## src/rtl/vga_pkg.sv

```systemverilog
// Shared VGA scanout types: VRAM column entry, default 640x480@60 timing and RGB332 shading.
package vga_pkg;

  localparam int unsigned CNT_W    = 10;
  localparam int unsigned PIX_W    = 8;
  localparam int unsigned HEIGHT_W = 10;
  localparam int unsigned SPAN_W   = 11;

  localparam int unsigned VGA_H_VISIBLE = 640;
  localparam int unsigned VGA_H_FRONT   = 16;
  localparam int unsigned VGA_H_SYNC    = 96;
  localparam int unsigned VGA_H_BACK    = 48;
  localparam int unsigned VGA_V_VISIBLE = 480;
  localparam int unsigned VGA_V_FRONT   = 10;
  localparam int unsigned VGA_V_SYNC    = 2;
  localparam int unsigned VGA_V_BACK    = 33;

  localparam logic [PIX_W-1:0] VGA_CEIL_COLOR  = 8'h49;
  localparam logic [PIX_W-1:0] VGA_FLOOR_COLOR = 8'h24;

  typedef struct packed {
    logic [HEIGHT_W-1:0] height;
    logic [PIX_W-1:0]    color;
    logic                y_side;
  } vram_entry_t;

  localparam int unsigned ENTRY_W = $bits(vram_entry_t);

  // Halves each RGB332 channel: shift right, then drop bits that leaked across channel boundaries.
  function automatic logic [PIX_W-1:0] shade(input logic [PIX_W-1:0] color);
    return (color >> 1) & 8'h6D;
  endfunction

  function automatic logic [PIX_W-1:0] wall_color(input vram_entry_t entry, input logic shade_en);
    return (shade_en && entry.y_side) ? shade(entry.color) : entry.color;
  endfunction

endpackage

```

## src/rtl/vga_timing.sv

```systemverilog
// Raster counters for VGA plus raw (unpipelined) sync, visible and vblank flags.
module vga_timing
  import vga_pkg::*;
#(
  parameter int unsigned H_VISIBLE = VGA_H_VISIBLE,
  parameter int unsigned H_FRONT   = VGA_H_FRONT,
  parameter int unsigned H_SYNC    = VGA_H_SYNC,
  parameter int unsigned H_BACK    = VGA_H_BACK,
  parameter int unsigned V_VISIBLE = VGA_V_VISIBLE,
  parameter int unsigned V_FRONT   = VGA_V_FRONT,
  parameter int unsigned V_SYNC    = VGA_V_SYNC,
  parameter int unsigned V_BACK    = VGA_V_BACK
) (
  input  logic             clk,
  input  logic             rst,
  output logic [CNT_W-1:0] h_cnt,
  output logic [CNT_W-1:0] v_cnt,
  output logic             visible_c,
  output logic             hsync_c,
  output logic             vsync_c,
  output logic             vblank_c
);

  localparam logic [CNT_W-1:0] H_LAST = CNT_W'(H_VISIBLE + H_FRONT + H_SYNC + H_BACK - 1);
  localparam logic [CNT_W-1:0] V_LAST = CNT_W'(V_VISIBLE + V_FRONT + V_SYNC + V_BACK - 1);
  localparam logic [CNT_W-1:0] H_VIS  = CNT_W'(H_VISIBLE);
  localparam logic [CNT_W-1:0] V_VIS  = CNT_W'(V_VISIBLE);
  localparam logic [CNT_W-1:0] HS_BEG = CNT_W'(H_VISIBLE + H_FRONT);
  localparam logic [CNT_W-1:0] HS_END = CNT_W'(H_VISIBLE + H_FRONT + H_SYNC);
  localparam logic [CNT_W-1:0] VS_BEG = CNT_W'(V_VISIBLE + V_FRONT);
  localparam logic [CNT_W-1:0] VS_END = CNT_W'(V_VISIBLE + V_FRONT + V_SYNC);
  localparam logic [CNT_W-1:0] ONE    = CNT_W'(1);

  logic [CNT_W-1:0] h_cnt_q, h_cnt_d;
  logic [CNT_W-1:0] v_cnt_q, v_cnt_d;

  always_comb begin
    h_cnt_d = h_cnt_q + ONE;
    v_cnt_d = v_cnt_q;
    if (h_cnt_q == H_LAST) begin
      h_cnt_d = '0;
      v_cnt_d = (v_cnt_q == V_LAST) ? '0 : v_cnt_q + ONE;
    end
  end

  always_ff @(posedge clk or posedge rst) begin
    if (rst) begin
      h_cnt_q <= '0;
      v_cnt_q <= '0;
    end else begin
      h_cnt_q <= h_cnt_d;
      v_cnt_q <= v_cnt_d;
    end
  end

  assign h_cnt     = h_cnt_q;
  assign v_cnt     = v_cnt_q;
  assign visible_c = (h_cnt_q < H_VIS) && (v_cnt_q < V_VIS);
  assign hsync_c   = !((h_cnt_q >= HS_BEG) && (h_cnt_q < HS_END));
  assign vsync_c   = !((v_cnt_q >= VS_BEG) && (v_cnt_q < VS_END));
  assign vblank_c  = (h_cnt_q == '0) && (v_cnt_q == V_VIS);

endmodule

```

## src/rtl/vram_scanout.sv

```systemverilog
// VGA-side VRAM column reader: raster timing, 2-stage read pipeline and ceiling/wall/floor expansion.
// Wall shading by y_side is enabled with `define VRAM_SCANOUT_SHADE_EN.
module vram_scanout
  import vga_pkg::*;
#(
  parameter int unsigned      H_VISIBLE   = VGA_H_VISIBLE,
  parameter int unsigned      H_FRONT     = VGA_H_FRONT,
  parameter int unsigned      H_SYNC      = VGA_H_SYNC,
  parameter int unsigned      H_BACK      = VGA_H_BACK,
  parameter int unsigned      V_VISIBLE   = VGA_V_VISIBLE,
  parameter int unsigned      V_FRONT     = VGA_V_FRONT,
  parameter int unsigned      V_SYNC      = VGA_V_SYNC,
  parameter int unsigned      V_BACK      = VGA_V_BACK,
  parameter logic [PIX_W-1:0] CEIL_COLOR  = VGA_CEIL_COLOR,
  parameter logic [PIX_W-1:0] FLOOR_COLOR = VGA_FLOOR_COLOR
) (
  input  logic               clk,
  input  logic               rst,
  output logic [CNT_W-1:0]   raddr,
  input  logic [ENTRY_W-1:0] rdata,
  output logic               hsync,
  output logic               vsync,
  output logic               de,
  output logic [PIX_W-1:0]   pixel,
  output logic               vblank_start
);

`ifdef VRAM_SCANOUT_SHADE_EN
  localparam logic SHADE_EN = 1'b1;
`else
  localparam logic SHADE_EN = 1'b0;
`endif

  localparam logic [CNT_W-1:0]         H_VIS  = CNT_W'(H_VISIBLE);
  localparam logic signed [SPAN_W-1:0] CENTER = SPAN_W'(V_VISIBLE / 2);

  logic [CNT_W-1:0] h_cnt, v_cnt;
  logic             visible_c, hsync_c, vsync_c, vblank_c;

  vga_timing #(
    .H_VISIBLE (H_VISIBLE),
    .H_FRONT   (H_FRONT),
    .H_SYNC    (H_SYNC),
    .H_BACK    (H_BACK),
    .V_VISIBLE (V_VISIBLE),
    .V_FRONT   (V_FRONT),
    .V_SYNC    (V_SYNC),
    .V_BACK    (V_BACK)
  ) u_timing (
    .clk       (clk),
    .rst       (rst),
    .h_cnt     (h_cnt),
    .v_cnt     (v_cnt),
    .visible_c (visible_c),
    .hsync_c   (hsync_c),
    .vsync_c   (vsync_c),
    .vblank_c  (vblank_c)
  );

  assign raddr = (h_cnt < H_VIS) ? h_cnt : '0;

  // S1: row and raw flags travel alongside the in-flight VRAM read.
  logic [CNT_W-1:0] v1_q, v1_d;
  logic             vis1_q, vis1_d, hs1_q, hs1_d, vs1_q, vs1_d, vb1_q, vb1_d;
  // S2: output registers.
  logic [PIX_W-1:0] pixel_q, pixel_d;
  logic             de_q, de_d, hsync_q, hsync_d, vsync_q, vsync_d, vb_q, vb_d;

  vram_entry_t               entry;
  logic [HEIGHT_W-1:0]       half;
  logic signed [SPAN_W-1:0]  y_s, lo_s, hi_s;

  assign entry = vram_entry_t'(rdata);
  assign half  = entry.height >> 1;
  assign y_s   = $signed({1'b0, v1_q});
  assign lo_s  = CENTER - $signed({1'b0, half});
  assign hi_s  = CENTER + $signed({1'b0, half});

  always_comb begin
    v1_d    = v_cnt;
    vis1_d  = visible_c;
    hs1_d   = hsync_c;
    vs1_d   = vsync_c;
    vb1_d   = vblank_c;
    de_d    = vis1_q;
    hsync_d = hs1_q;
    vsync_d = vs1_q;
    vb_d    = vb1_q;
    pixel_d = '0;
    if (vis1_q) begin
      if (y_s < lo_s)      pixel_d = CEIL_COLOR;
      else if (y_s < hi_s) pixel_d = wall_color(entry, SHADE_EN);
      else                 pixel_d = FLOOR_COLOR;
    end
  end

  always_ff @(posedge clk or posedge rst) begin
    if (rst) begin
      v1_q    <= '0;
      vis1_q  <= 1'b0;
      hs1_q   <= 1'b1;
      vs1_q   <= 1'b1;
      vb1_q   <= 1'b0;
      pixel_q <= '0;
      de_q    <= 1'b0;
      hsync_q <= 1'b1;
      vsync_q <= 1'b1;
      vb_q    <= 1'b0;
    end else begin
      v1_q    <= v1_d;
      vis1_q  <= vis1_d;
      hs1_q   <= hs1_d;
      vs1_q   <= vs1_d;
      vb1_q   <= vb1_d;
      pixel_q <= pixel_d;
      de_q    <= de_d;
      hsync_q <= hsync_d;
      vsync_q <= vsync_d;
      vb_q    <= vb_d;
    end
  end

  assign pixel        = pixel_q;
  assign de           = de_q;
  assign hsync        = hsync_q;
  assign vsync        = vsync_q;
  assign vblank_start = vb_q;

endmodule

```

## config.mk

```make
export PLATFORM = sky130hd
export DESIGN_NAME = vram_scanout
export DESIGN_NICKNAME = d
export VERILOG_FILES = /design/src/rtl/vga_pkg.sv /design/src/rtl/vga_timing.sv /design/src/rtl/vram_scanout.sv
export SDC_FILE = /design/constraint.sdc
export NUM_CORES = 1
export LEC_CHECK = 0
export ABC_AREA = 1
export BUFFER_PORTS_ARGS = -buffer_cell sky130_fd_sc_hd__buf_4
export CAP_MARGIN = 0
export CORE_MARGIN = 3
export CORE_UTILIZATION = 61
export DETAILED_ROUTE_END_ITERATION = 10
export GPL_TIMING_DRIVEN = 0
export MAX_ROUTING_LAYER = met4
export PLACE_DENSITY_LB_ADDON = 0.08
export SYNTH_ARGS = -nofsm -noshare
export SYNTH_HDL_FRONTEND = slang
export SYNTH_SLANG_ARGS = --single-unit
```

## constraint.sdc

```tcl
create_clock -name clk -period 2.95 [get_ports clk]
set_input_delay 0.295 -clock clk [delete_from_list [all_inputs] [get_ports clk]]
set_output_delay 0.295 -clock clk [all_outputs]
set_load 0.03 [all_outputs]
```

# [Word level (Yosys, flattened, before mapping)]
# Cells that the tools add are included.
[word_totals] input_bits=21 regBits=46 out_inout_bits=22
[op_classes] eq_ne=3 n_lt_le_gt_ge=8 n_addsub=4 mux=6 n_reduce_logical=7
[ops] cell="10-bit 2-to-1 mux" count=3
[ops] cell="8-bit 2-to-1 mux" count=3
[ops] cell="10-bit by 1-bit adder with 10-bit output (second input constant)" count=2
[ops] cell="10-bit == test (second input constant)" count=2
[ops] cell="10-bit less-than comparator (second input constant)" count=2
[ops] cell="10-bit by 9-bit less-than comparator with 1-bit output (second input constant)" count=2
[ops] cell="11-bit by 10-bit less-than comparator with 1-bit output" count=1
[ops] cell="8-bit by 9-bit adder with 10-bit output (first input constant)" count=1
[ops] cell="10-bit by 9-bit == test with 1-bit output (second input constant)" count=1
[ops] cell="10-bit >= comparator (second input constant)" count=1
[ops] cell="10-bit by 9-bit >= comparator with 1-bit output (second input constant)" count=1
[ops] cell="10-bit zero test" count=1
[ops] cell="10-bit less-than comparator" count=1
[ops] cell="8-bit by 9-bit subtractor with 10-bit output (first input constant)" count=1
[ops] cell="1-bit logical AND" count=4
[ops] cell="1-bit zero test" count=2

# [Logic depth before layout (Yosys ltp)]
# Gate-level depths: netlist (run 1).
[logic_depth] ltp_word=5 ltp_mapped=15 mapped_depth_nobuf=15

# [Hierarchy]
# From an unflattened synthesis (run 1), not the netlist that was laid out.
[hier_totals] hier_cells=343 hier_area_um2=2811.4
[by_module_without_submodules] module="vram_scanout" area_each_um2=1575.3 n_inst=1 cells_each=176
[by_module_without_submodules] module="vga_timing" area_each_um2=1236.2 n_inst=1 cells_each=167

# [Worst setup path before layout (run 1)]
# OpenSTA, ideal clock, no wires.
[synth_path] kind="input to register" from="input rdata[10]" to="register pixel_q[1], in the netlist pixel[1]" n_path_buf=0 stages=14 arrival_time_ns=1.877 slack_ns=0.953 path_cell_list="inv_1 > ha_1 > nand3_1 > o21ai_0 > xor2_1 > ha_1 > nand2_1 > inv_1 > a21oi_1 > nand2_1 > nand2_1 > nand2_1 > nand2_1 > nor2_1"
[synth_between] elab_chain_len=5
[synth_lines] element="start, declared" line="vram_scanout.sv:20" text="input logic [ENTRY_W-1:0] rdata,"
[synth_lines] element="8-bit by 9-bit adder with 10-bit output" line="vram_scanout.sv:77" text="assign hi_s = CENTER + $signed({1'b0, half});"
[synth_lines] element="10-bit less-than comparator" line="vram_scanout.sv:92" text="else if (y_s < hi_s) pixel_d = wall_color(entry, SHADE_EN);"
[synth_lines] element="8-bit 2-to-1 mux" line="vram_scanout.sv:92"
[synth_lines] element="8-bit 2-to-1 mux (*)" line="vram_scanout.sv:91" text="if (y_s < lo_s) pixel_d = CEIL_COLOR;"
[synth_lines] element="8-bit 2-to-1 mux (*)" line="vram_scanout.sv:90" text="if (vis1_q) begin"
[synth_lines] element="named net pixel_d[1]" line="vram_scanout.sv:66" text="logic [PIX_W-1:0] pixel_q, pixel_d;"
[synth_lines] element="end signal, assigned" line="vram_scanout.sv:115" text="pixel_q <= pixel_d;"
[synth_lines] element="end, declared" line="vram_scanout.sv:66"
# Mark *: on every way through the listed nets, which the timed path passes. The rest lies on a longest branch.
# A chain may end at the register's enable or synchronous reset.

# [Worst setup path after layout (run 1)]
[layout_path] from="input rdata[10]" to="register pixel_q[4], in the netlist pixel[4]"
# Same word-level chain as after synthesis.

==> results of run 1 <==
final timing paths:
path                                   start                           to  slack [ns]  cells past startpoint
max                                rdata[10]           pixel[4]$_DFF_PP0_        0.80                     15
min                                      rst  u_timing.h_cnt[9]$_DFF_PP0_        0.19                      2
max in group asynchronous                rst            v1_q[4]$_DFF_PP0_        2.19                      2
min reg2reg                  vb1_q$_DFF_PP0_       vblank_start$_DFF_PP0_        0.35                      0
max reg2reg                v1_q[9]$_DFF_PP0_           pixel[2]$_DFF_PP0_        1.29                      6
min in group clk                    rdata[3]           pixel[2]$_DFF_PP0_        0.22                      3
per-stage QoR:
step           cell area [um2]   util  worst slack [ns]  power [W]  std cells
2_1_floorplan             2670      -             0.953   0.000723        322
3_3_place_gp              3040  0.738             0.564   0.000764        412
3_5_place_dp              3040  0.738             0.504   0.000769        412
4_1_cts                   3120  0.759             0.826    0.00115        420
5_1_grt                   3120  0.759             0.639    0.00118        420
6_report                  3120  0.759             0.801    0.00113        420
worst register-to-register path: stages (launching register included):
cell and delay, ns:
dfrtp_1 0.41, ha_1 0.32, a21o_1 0.18, nor2_1 0.33
nand3_1 0.16, nor2_1 0.12, nor2_1 0.05
state kept, by name, summed over array words and instances (netlist names):
name / count
vb1_q: 1
vblank_start: 1
de: 1
hsync: 1
u_timing.h_cnt: 10
vs1_q: 1
vsync: 1
u_timing.v_cnt: 10
pixel: 8
de_d: 1
hs1_q: 1
v1_q: 10
cell usage after synthesis, drive strengths merged:
cell type	count	area share
xnor2	1	0.0033
inv	58	0.081
dfrtp	42	0.39
nand2	65	0.091
nor3	8	0.021
nor3b	2	0.0056
o21ai	12	0.022
dfstp	4	0.039
nand4	15	0.037
o211ai	1	0.0028
xor2	17	0.056
a21oi	12	0.022
nor2	36	0.052
a21o	1	0.0028
nand3	18	0.036
buf	3	0.011
nor4	2	0.0047
ha	25	0.12
area by class of cell:
class,count,area [um2]
clock buffers,5,68.8
plain buffers,3,30.0
well taps,50,62.6
clock inverters,3,18.8
flip-flops and latches,46,1160
repair buffers,40,300
inverters,58,218
multi-input cells,215,1270
fillers,317,992
power groups by stage:
stage | sequential, W | clock, W | combinational (W)
floorplan | 0.000664 | 0 | 0.0000587
global placement | 0.000650 | 0 | 0.000114
detailed placement | 0.000650 | 0 | 0.000118
CTS | 0.000638 | 0.000392 | 0.000119
global route | 0.000639 | 0.000410 | 0.000135
finish | 0.000638 | 0.000378 | 0.000118
layer usage:
metal	part of all wire	global-route usage	up-vias	wire length [um]
li1	-	-	1118	-
met3	0.044	0.0443	6	220
met2	0.48	0.366	40	2420
met1	0.46	0.286	988	2340
met5	0	-	-	0
met4	0.013	0.0647	0	68
logic make-up (layout without fill, tap and decap cells):
group / after synthesis / in the layout / synth area share
flip-flops: 46 / 46 / 0.433
buffers and inverters: 61 / 109 / 0.0927
XOR/XNOR: 18 / 18 / 0.0590
adder cells (fa/ha/maj): 25 / 25 / 0.117
AO/OA/AOI/OAI: 26 / 26 / 0.0506
AND/OR/NAND/NOR: 146 / 146 / 0.248
placed cells by master (no fill, tap or decap):
| cell type | n |
|---|---|
| nand2_1 | 65 |
| inv_1 | 55 |
| dfrtp_1 | 42 |
| buf_4 | 41 |
| nor2_1 | 34 |
| ha_1 | 25 |
| xor2_1 | 17 |
| nand3_1 | 17 |
| nand4_1 | 14 |
| a21oi_1 | 12 |
| o21ai_0 | 12 |
| nor3_1 | 6 |
| clkbuf_8 | 5 |
| dfstp_2 | 4 |
| inv_2 | 3 |
| buf_6 | 2 |
| nor2_2 | 2 |
| nor4_1 | 2 |
| nor3b_1 | 2 |
| clkinv_2 | 2 |
| nand3_2 | 1 |
| nand4_2 | 1 |
| xnor2_1 | 1 |
| a21o_1 | 1 |
| nor3_2 | 1 |
| o211ai_1 | 1 |
| nor3_4 | 1 |
| inv_6 | 1 |
==> flow_summary.ini, run 1 <==
[outcome]
outcome = completed

[synth]
netlist_instances = 322
synth-seq-cells = 46
synth_warnings = 0
yosysUniqueCellTypes = 25
synth_seq_area_share = 0.433
syn-num-nets = 368
synth_area_um2 = 2670
avgSynthCellArea_um2 = 8.30

[route]
wl_per_cell_um = 12.0
dr.first_iter.drc_count = 84
wl_mm = 5.05
drc_errors = 0
ant_nets = 0
via_per_inst = 5.12
detail_route.first_pass.iterations = 4
vias = 2152

[timing]
fmax_mhz = 465
fin_crit_sh = 0.729
hold-worst-slack_ns = 0.186
setup_tns_ns = 0
max-slew-margin-rel = 0.396
rsz0062_at_grt = no
layout_min_cycle_time_ns = 2.15
skew_ns = 0.0130
tightest_slew_ns = 0.904
final_hold_viol_count = 0
final_max_slew_viol_count = 0
setup_viol = 0

[worst_setup_path]
cp_data_required_time_ns = 3.15
critPathArrivalTime_ns = 2.35
cp-start-kind = input port
crit_top_cell = nand2_1
max_stage_delay_ns = 0.33
critical_path_class = input port to register
path_max_fanout = 5
critPathTopFamily = simple AND/OR/NAND/NOR gates
path_buf_inv = 3
crit_slowest_cell = o21ai_0
path_cells = buf_4, inv_1, ha_1, nand3_1, o21ai_0, xor2_1, ha_1, nand2_1, inv_1, a21oi_1, nand2_1, nand2_1, nand2_1, nand2_1, nor2_1
cp-end-kind = register

[die]
initial_core_util = 0.649
num_rows = 23
die_x_um = 72.2
dieArea_um2 = 5210
core_area_um2 = 4120
ios = 43
die_y_um = 72.2

[power_and_ir_drop]
power_density_nw_per_um2 = 363
p_seq_frac = 0.563
irDropWorstVdd_mv = 0.283
switching_share = 0.250
power_leakage_nw = 1.76
switchingPower_w = 0.000283
power.share.clock = 0.334
intPower_w = 0.000851
combPwrFrac = 0.104

[global_route]
grt_max_degree = 47
gr-usage-all-layers = 0.225
overflow = 0
grt_pass1_vias = 2102
grt_pass1_wl_mm = 9.00
antenna_found_initial = 0

[clock_network]
ctsHoldBuffers = 0
clock_latency_ns = 0.30
cts_resized = 0
cts_made_buffers = 5
cts_buffer_depth = 2
h-tree-depth = 2
root_buffer = clkbuf_8
post_cts.repair.setup_buffers = 0
cts_tree = yes
clk_pin_slew_worst_paths_ns = 0.09
clock_sinks = 46

[cells_and_area]
final_nets = 415
drive_gt1_frac = 0.173
num_antenna_cells = 0
area_growth_pct = 16.9

[place]
place.gp.congestion = 0.903
dp_hpwl_mm = 3.97
io_buffer_count = 40

[min_path]
min_path_type = input port to async pin

[flow_run]
maxCapViolCount = 0
(Power assumes the default switching activity.)
==> run 2, diff against run 1 <==
CORE_UTILIZATION = 51   (was 61)
clock period = 1.75 ns   (was 2.95 ns; I/O delays follow)
==> run 2 against run 1 <==
  * Flip-flop and latch count did not move
  * Routed wire length rose by 6.4%
  * Die area rose by 18%
  * Clock skew rose by 0.00052 ns
  * Setup slack got worse by 0.74 ns
  * Combinational power rose by 90%
  * Sequential share of layout area fell by 2.3 points
  * Non-clock buffer count rose by 9
  * Critical path depth fell by 9
  * Largest cell class unchanged
  * Register-to-register slack got worse by 1.1 ns
==> flow_summary.ini, run 2 (same netlist as run 1, synthesis figures left out) <==
[outcome]
outcome = completed

[die]
die_y_um = 78.4
num_rows = 25
initial_core_util = 0.548
core_area_um2 = 4880
die_x_um = 78.4
dieArea_um2 = 6140
ios = 43

[global_route]
grt_max_degree = 39
overflow = 0
gr-usage-all-layers = 0.186
grt_pass1_wl_mm = 8.92
antenna_found_initial = 0
grt_pass1_vias = 2071

[cells_and_area]
final_cell_mix = nand2_1 (62), inv_1 (50), buf_4 (48)
final_common_cell = nand2_1
multi_input_area_um2 = 1370
register_area_um2 = 1160
drive_gt1_frac = 0.245
final_core_util = 0.683
fillCellCount = 417
num_antenna_cells = 0
final_nets = 425
area_growth_pct = 24.6
final_cell_area_um2 = 3330

[place]
dp_hpwl_mm = 3.91
post_dp_cell_area_um2 = 3090
io_buffer_count = 40
place.gp.congestion = 0.849

[worst_setup_path]
r2r-start = v1_q[9]$_DFF_PP0_
critPathTopFamily = simple AND/OR/NAND/NOR gates
path_max_fanout = 4
crit_slowest_cell = dfrtp_1
critPathArrivalTime_ns = 1.51
cp-start-kind = register
path_buf_inv = 3
r2r_end = pixel[3]$_DFF_PP0_
critical_path_class = register to primary output
rrSetupSlack_ns = 0.19
path_cells = inv_2, nor3_4, nor2_2, nand2_1, inv_1, buf_4
max_stage_delay_ns = 0.44
cp_data_required_time_ns = 1.57
cp-end-kind = primary output
setup.worst_path.start = u_timing.h_cnt[9]$_DFF_PP0_
rr_worst_depth = 7

[route]
drc_errors = 0
wl_per_cell_um = 12.0
detail_route.first_pass.iterations = 5
vias = 2247
wl_mm = 5.37
ant_nets = 0
dr.first_iter.drc_count = 94
via_per_inst = 5.03

[clock_network]
root_buffer = clkbuf_8
clock_latency_ns = 0.30
clk_pin_slew_worst_paths_ns = 0.08
cts_made_buffers = 5
h-tree-depth = 2
clock_sinks = 46
cts_tree = yes
cts_buffer_depth = 2

[min_path]
holdPathEnd = pixel[5]$_DFF_PP0_
min_path_type = input port to register
hold_depth = 3
hold_start = rdata[6]

[timing]
max-slew-margin-rel = 0.751
fmax_mhz = 592
final_hold_viol_count = 0
fin_crit_sh = 0.965
setup_viol = 0
tightest_slew_ns = 0.372
final_max_slew_viol_count = 0
skew_ns = 0.0135
layout_min_cycle_time_ns = 1.69

[flow_run]
maxCapViolCount = 0

[power_and_ir_drop]
power_density_nw_per_um2 = 579
power_leakage_nw = 1.82
power_w = 0.00193
irDropWorstVdd_mv = 0.506
run 2: cell type report:
cell class,count,area share
plain buffers,3,0.00902
clock buffers,5,0.0207
clock inverters,3,0.00563
inverters,58,0.0661
multi-input cells,216,0.411
flip-flops and latches,46,0.347
well taps,67,0.0252
repair buffers,49,0.115
run 2: power by group:
part	total [W]	internal, W	switching (W)
clock network	0.000628	0.000281	0.000348
registers	0.00108	0.00107	0.00000247
logic	0.000224	0.0000941	0.000130
run 2: worst max path at each step:
stage                         end  slack, ns  cells after the start
6_report                 raddr[2]       0.06                      6
4_1_cts                  raddr[9]       0.01                      6
3_3_place_gp   pixel[7]$_DFF_PP0_      -0.33                     15
2_1_floorplan  pixel[2]$_DFF_PP0_       0.01                     14
5_1_grt        pixel[6]$_DFF_PP0_      -0.04                     14
3_5_place_dp   pixel[7]$_DFF_PP0_      -0.33                     15
run 2: stage by stage:
| stage | setup TNS, ns | worst slack (ns) | hold slack [ns] | cells |
|---|---|---|---|---|
| 2_1_floorplan | 0 | 0.0122 | 0.319 | 322 |
| 3_3_place_gp | -4.33 | -0.331 | 0.332 | 429 |
| 3_5_place_dp | -2.36 | -0.326 | 0.101 | 430 |
| 4_1_cts | 0 | 0.00984 | 0.0909 | 439 |
| 5_1_grt | -0.279 | -0.0367 | 0.114 | 447 |
| 6_report | 0 | 0.0610 | 0.104 | 447 |
run 2: layer usage:
layer  part of all wire  vias up  track usage
met5                  0        -            -
met1               0.47     1040        0.238
met2               0.46       58        0.292
met3              0.048       10       0.0390
li1                   -     1139            -
met4              0.017        0       0.0717
run 2: timing repair:
action	CTS	global route
gates resized for setup	2	21
endpoints found under the hold margin	8	0
endpoints found under the setup margin	6	18
pin swaps	1	12
buffers inserted	0	7
hold buffers	1	0
gates cloned	0	1
run 2: worst reg2reg max path, delay by kind of cell, from the launching register on:
| family | cells | cell delay [ns] |
|---|---|---|
| and+or+nand+nor | 4 | 0.45 |
| DFF | 1 | 0.41 |
| adders and majority gates | 1 | 0.32 |
| buffers and inverters | 1 | 0.17 |
| AOI/OAI and AO/OA | 1 | 0.08 |
==> run 3, diff against run 2 <==
BUFFER_PORTS_ARGS = unset   (was -buffer_cell sky130_fd_sc_hd__buf_4)
CORE_UTILIZATION = 57   (was 51)
DONT_BUFFER_PORTS = 1   (was unset)
==> run 3 against run 2 <==
  * Global-route usage grew 0.11 points
  * Clock skew fell by 0.0023 ns
  * Critical path depth fell by 1
  * Clock-buffer cell count unchanged
  * Routed wire length fell by 11%
  * Cell area decreased by 12%
  * Largest power group unchanged
==> flow_summary.ini, run 3 (same netlist as run 1, synthesis figures left out) <==
[outcome]
outcome = completed

[timing]
max-slew-margin-rel = 0.624
rsz0062_at_grt = yes
fin_crit_sh = 0.932
layout_min_cycle_time_ns = 1.63
setup_viol = 0
fmax_mhz = 613
final_max_slew_viol_count = 0
final_hold_viol_count = 0
skew_ns = 0.0112
tightest_slew_ns = 0.561

[worst_setup_path]
critical_path_class = register to primary output
critPathArrivalTime_ns = 1.46
path_buf_inv = 2
crit_top_cell = nor2_4
cp-end-kind = primary output
max_stage_delay_ns = 0.48
path_max_fanout = 6
path_cells = nand2_1, inv_2, nor2_4, inv_1, nor2_4
critPathTopFamily = simple AND/OR/NAND/NOR gates
cp-start-kind = register
crit_slowest_cell = dfrtp_1
rr_worst_depth = 7
cp.depth = 5
cp_data_required_time_ns = 1.57

[die]
initial_core_util = 0.601
die_x_um = 74.5
die_y_um = 74.5
ios = 43
core_area_um2 = 4440
num_rows = 24
dieArea_um2 = 5550

[min_path]
hold_depth = 2
min_path_type = input port to register

[route]
detail_route.first_pass.iterations = 4
drc_errors = 0
ant_nets = 0
wl_per_cell_um = 12.4
via_per_inst = 5.25
wl_mm = 4.78
dr.first_iter.drc_count = 50
vias = 2027

[global_route]
antenna_found_initial = 0
grt_pass1_wl_mm = 7.86
gr-usage-all-layers = 0.187
grt_pass1_vias = 1814
overflow = 0
grt_max_degree = 35

[cells_and_area]
drive_gt1_frac = 0.123
area_growth_pct = 9.36
final_common_cell = nand2_1
final_nets = 379
final_cell_area_um2 = 2920
num_antenna_cells = 0
final_cell_mix = nand2_1 (63), inv_1 (49), dfrtp_1 (42)
fillCellCount = 397

[place]
post_dp_cell_area_um2 = 2770
dp_hpwl_mm = 3.73
io_buffer_count = 0
place.gp.congestion = 0.889

[clock_network]
cts_buffer_depth = 2
root_buffer = clkbuf_8
clock_latency_ns = 0.30
clock_sinks = 46
cts_tree = yes
h-tree-depth = 2
cts_made_buffers = 5
clk_pin_slew_worst_paths_ns = 0.09

[power_and_ir_drop]
switching_share = 0.249
switchingPower_w = 0.000468
combPwrFrac = 0.070
power_leakage_nw = 1.58
power_density_nw_per_um2 = 643
power.share.clock = 0.345
irDropWorstVdd_mv = 0.535
p_seq_frac = 0.585
intPower_w = 0.00141
power_w = 0.00188

[flow_run]
maxCapViolCount = 0
==> run 3: changes by cell type in the layout (fill, tap and decap cells not counted), sizes merged <==
cell / before / now
buf: 51 / 5
clkinv: 2 / 1
clkinvlp: 0 / 1
==> run 3: per-layer routing <==
metal,up-vias,global-route usage,wire (um)
li1,1048,-,-
met4,0,0.0672,70
met5,-,-,0
met1,930,0.253,2310
met3,8,0.0473,203
met2,41,0.272,2190
==> run 3: layout make-up <==
type / count / area [um2] / area share
Timing Repair Buffer: 3 / 37.5 / 0.0128
Tap cell: 52 / 65.1 / 0.0223
Clock inverter: 3 / 25.0 / 0.00856
Sequential cell: 46 / 1160 / 0.396
Clock buffer: 5 / 68.8 / 0.0235
Buffer: 3 / 30.0 / 0.0103
Inverter: 58 / 218 / 0.0745
Multi-Input combinational cell: 216 / 1320 / 0.452
==> run 3: worst paths after layout <==
kind / to / slack (ns) / from
max: raddr[9] / 0.12 / u_timing.h_cnt[8]$_DFF_PP0_
min reg2reg: vblank_start$_DFF_PP0_ / 0.36 / vb1_q$_DFF_PP0_
max in group asynchronous: vs1_q$_DFF_PP1_ / 0.96 / rst
min in group asynchronous: u_timing.h_cnt[4]$_DFF_PP0_ / 0.26 / rst
min: pixel[1]$_DFF_PP0_ / 0.03 / rdata[2]
max reg2reg: u_timing.v_cnt[3]$_DFFE_PP0N_ / 0.16 / u_timing.v_cnt[0]$_DFFE_PP0N_
==> run 3: timing repair <==
action                                  4_1_cts  5_1_grt
hold buffers                                  1        0
pin swaps                                     0        3
endpoints found under the setup margin        4       17
buffers inserted                              0        1
hold endpoints to repair                     15        0
cloned                                        0        1
resized for setup                             3       10
==> run 3: stage by stage <==
step	util	hold WS [ns]	cells	setup slack [ns]	TNS, ns
global route	0.658	0.00567	386	-0.00565	-0.0112
floorplan	-	0.319	322	0.0122	0
detailed placement	0.624	0.0279	375	-0.201	-1.43
CTS	0.650	0.0206	384	0.0303	0
global placement	0.620	0.326	374	-0.180	-1.27
finish	0.658	0.0285	386	0.119	0
==> run 3: worst reg2reg max path, cell delays in order, from the launching register on <==
cell	delay, ns
dfrtp_1	0.45
inv_1	0.15
ha_1	0.16
inv_1	0.07
nor2_1	0.10
nand4_1	0.27
nand4_1	0.19
o21ai_0	0.09
==> run 3: power by group through the flow <==
| stage | registers, W | logic [W] | clock network (W) |
|---|---|---|---|
| after floorplan | 0.00112 | 0.000103 | 0 |
| after global placement | 0.00112 | 0.000121 | 0 |
| after detailed placement | 0.00112 | 0.000130 | 0 |
| after CTS | 0.00110 | 0.000133 | 0.000667 |
| after global routing | 0.00110 | 0.000156 | 0.000717 |
| final | 0.00110 | 0.000132 | 0.000649 |
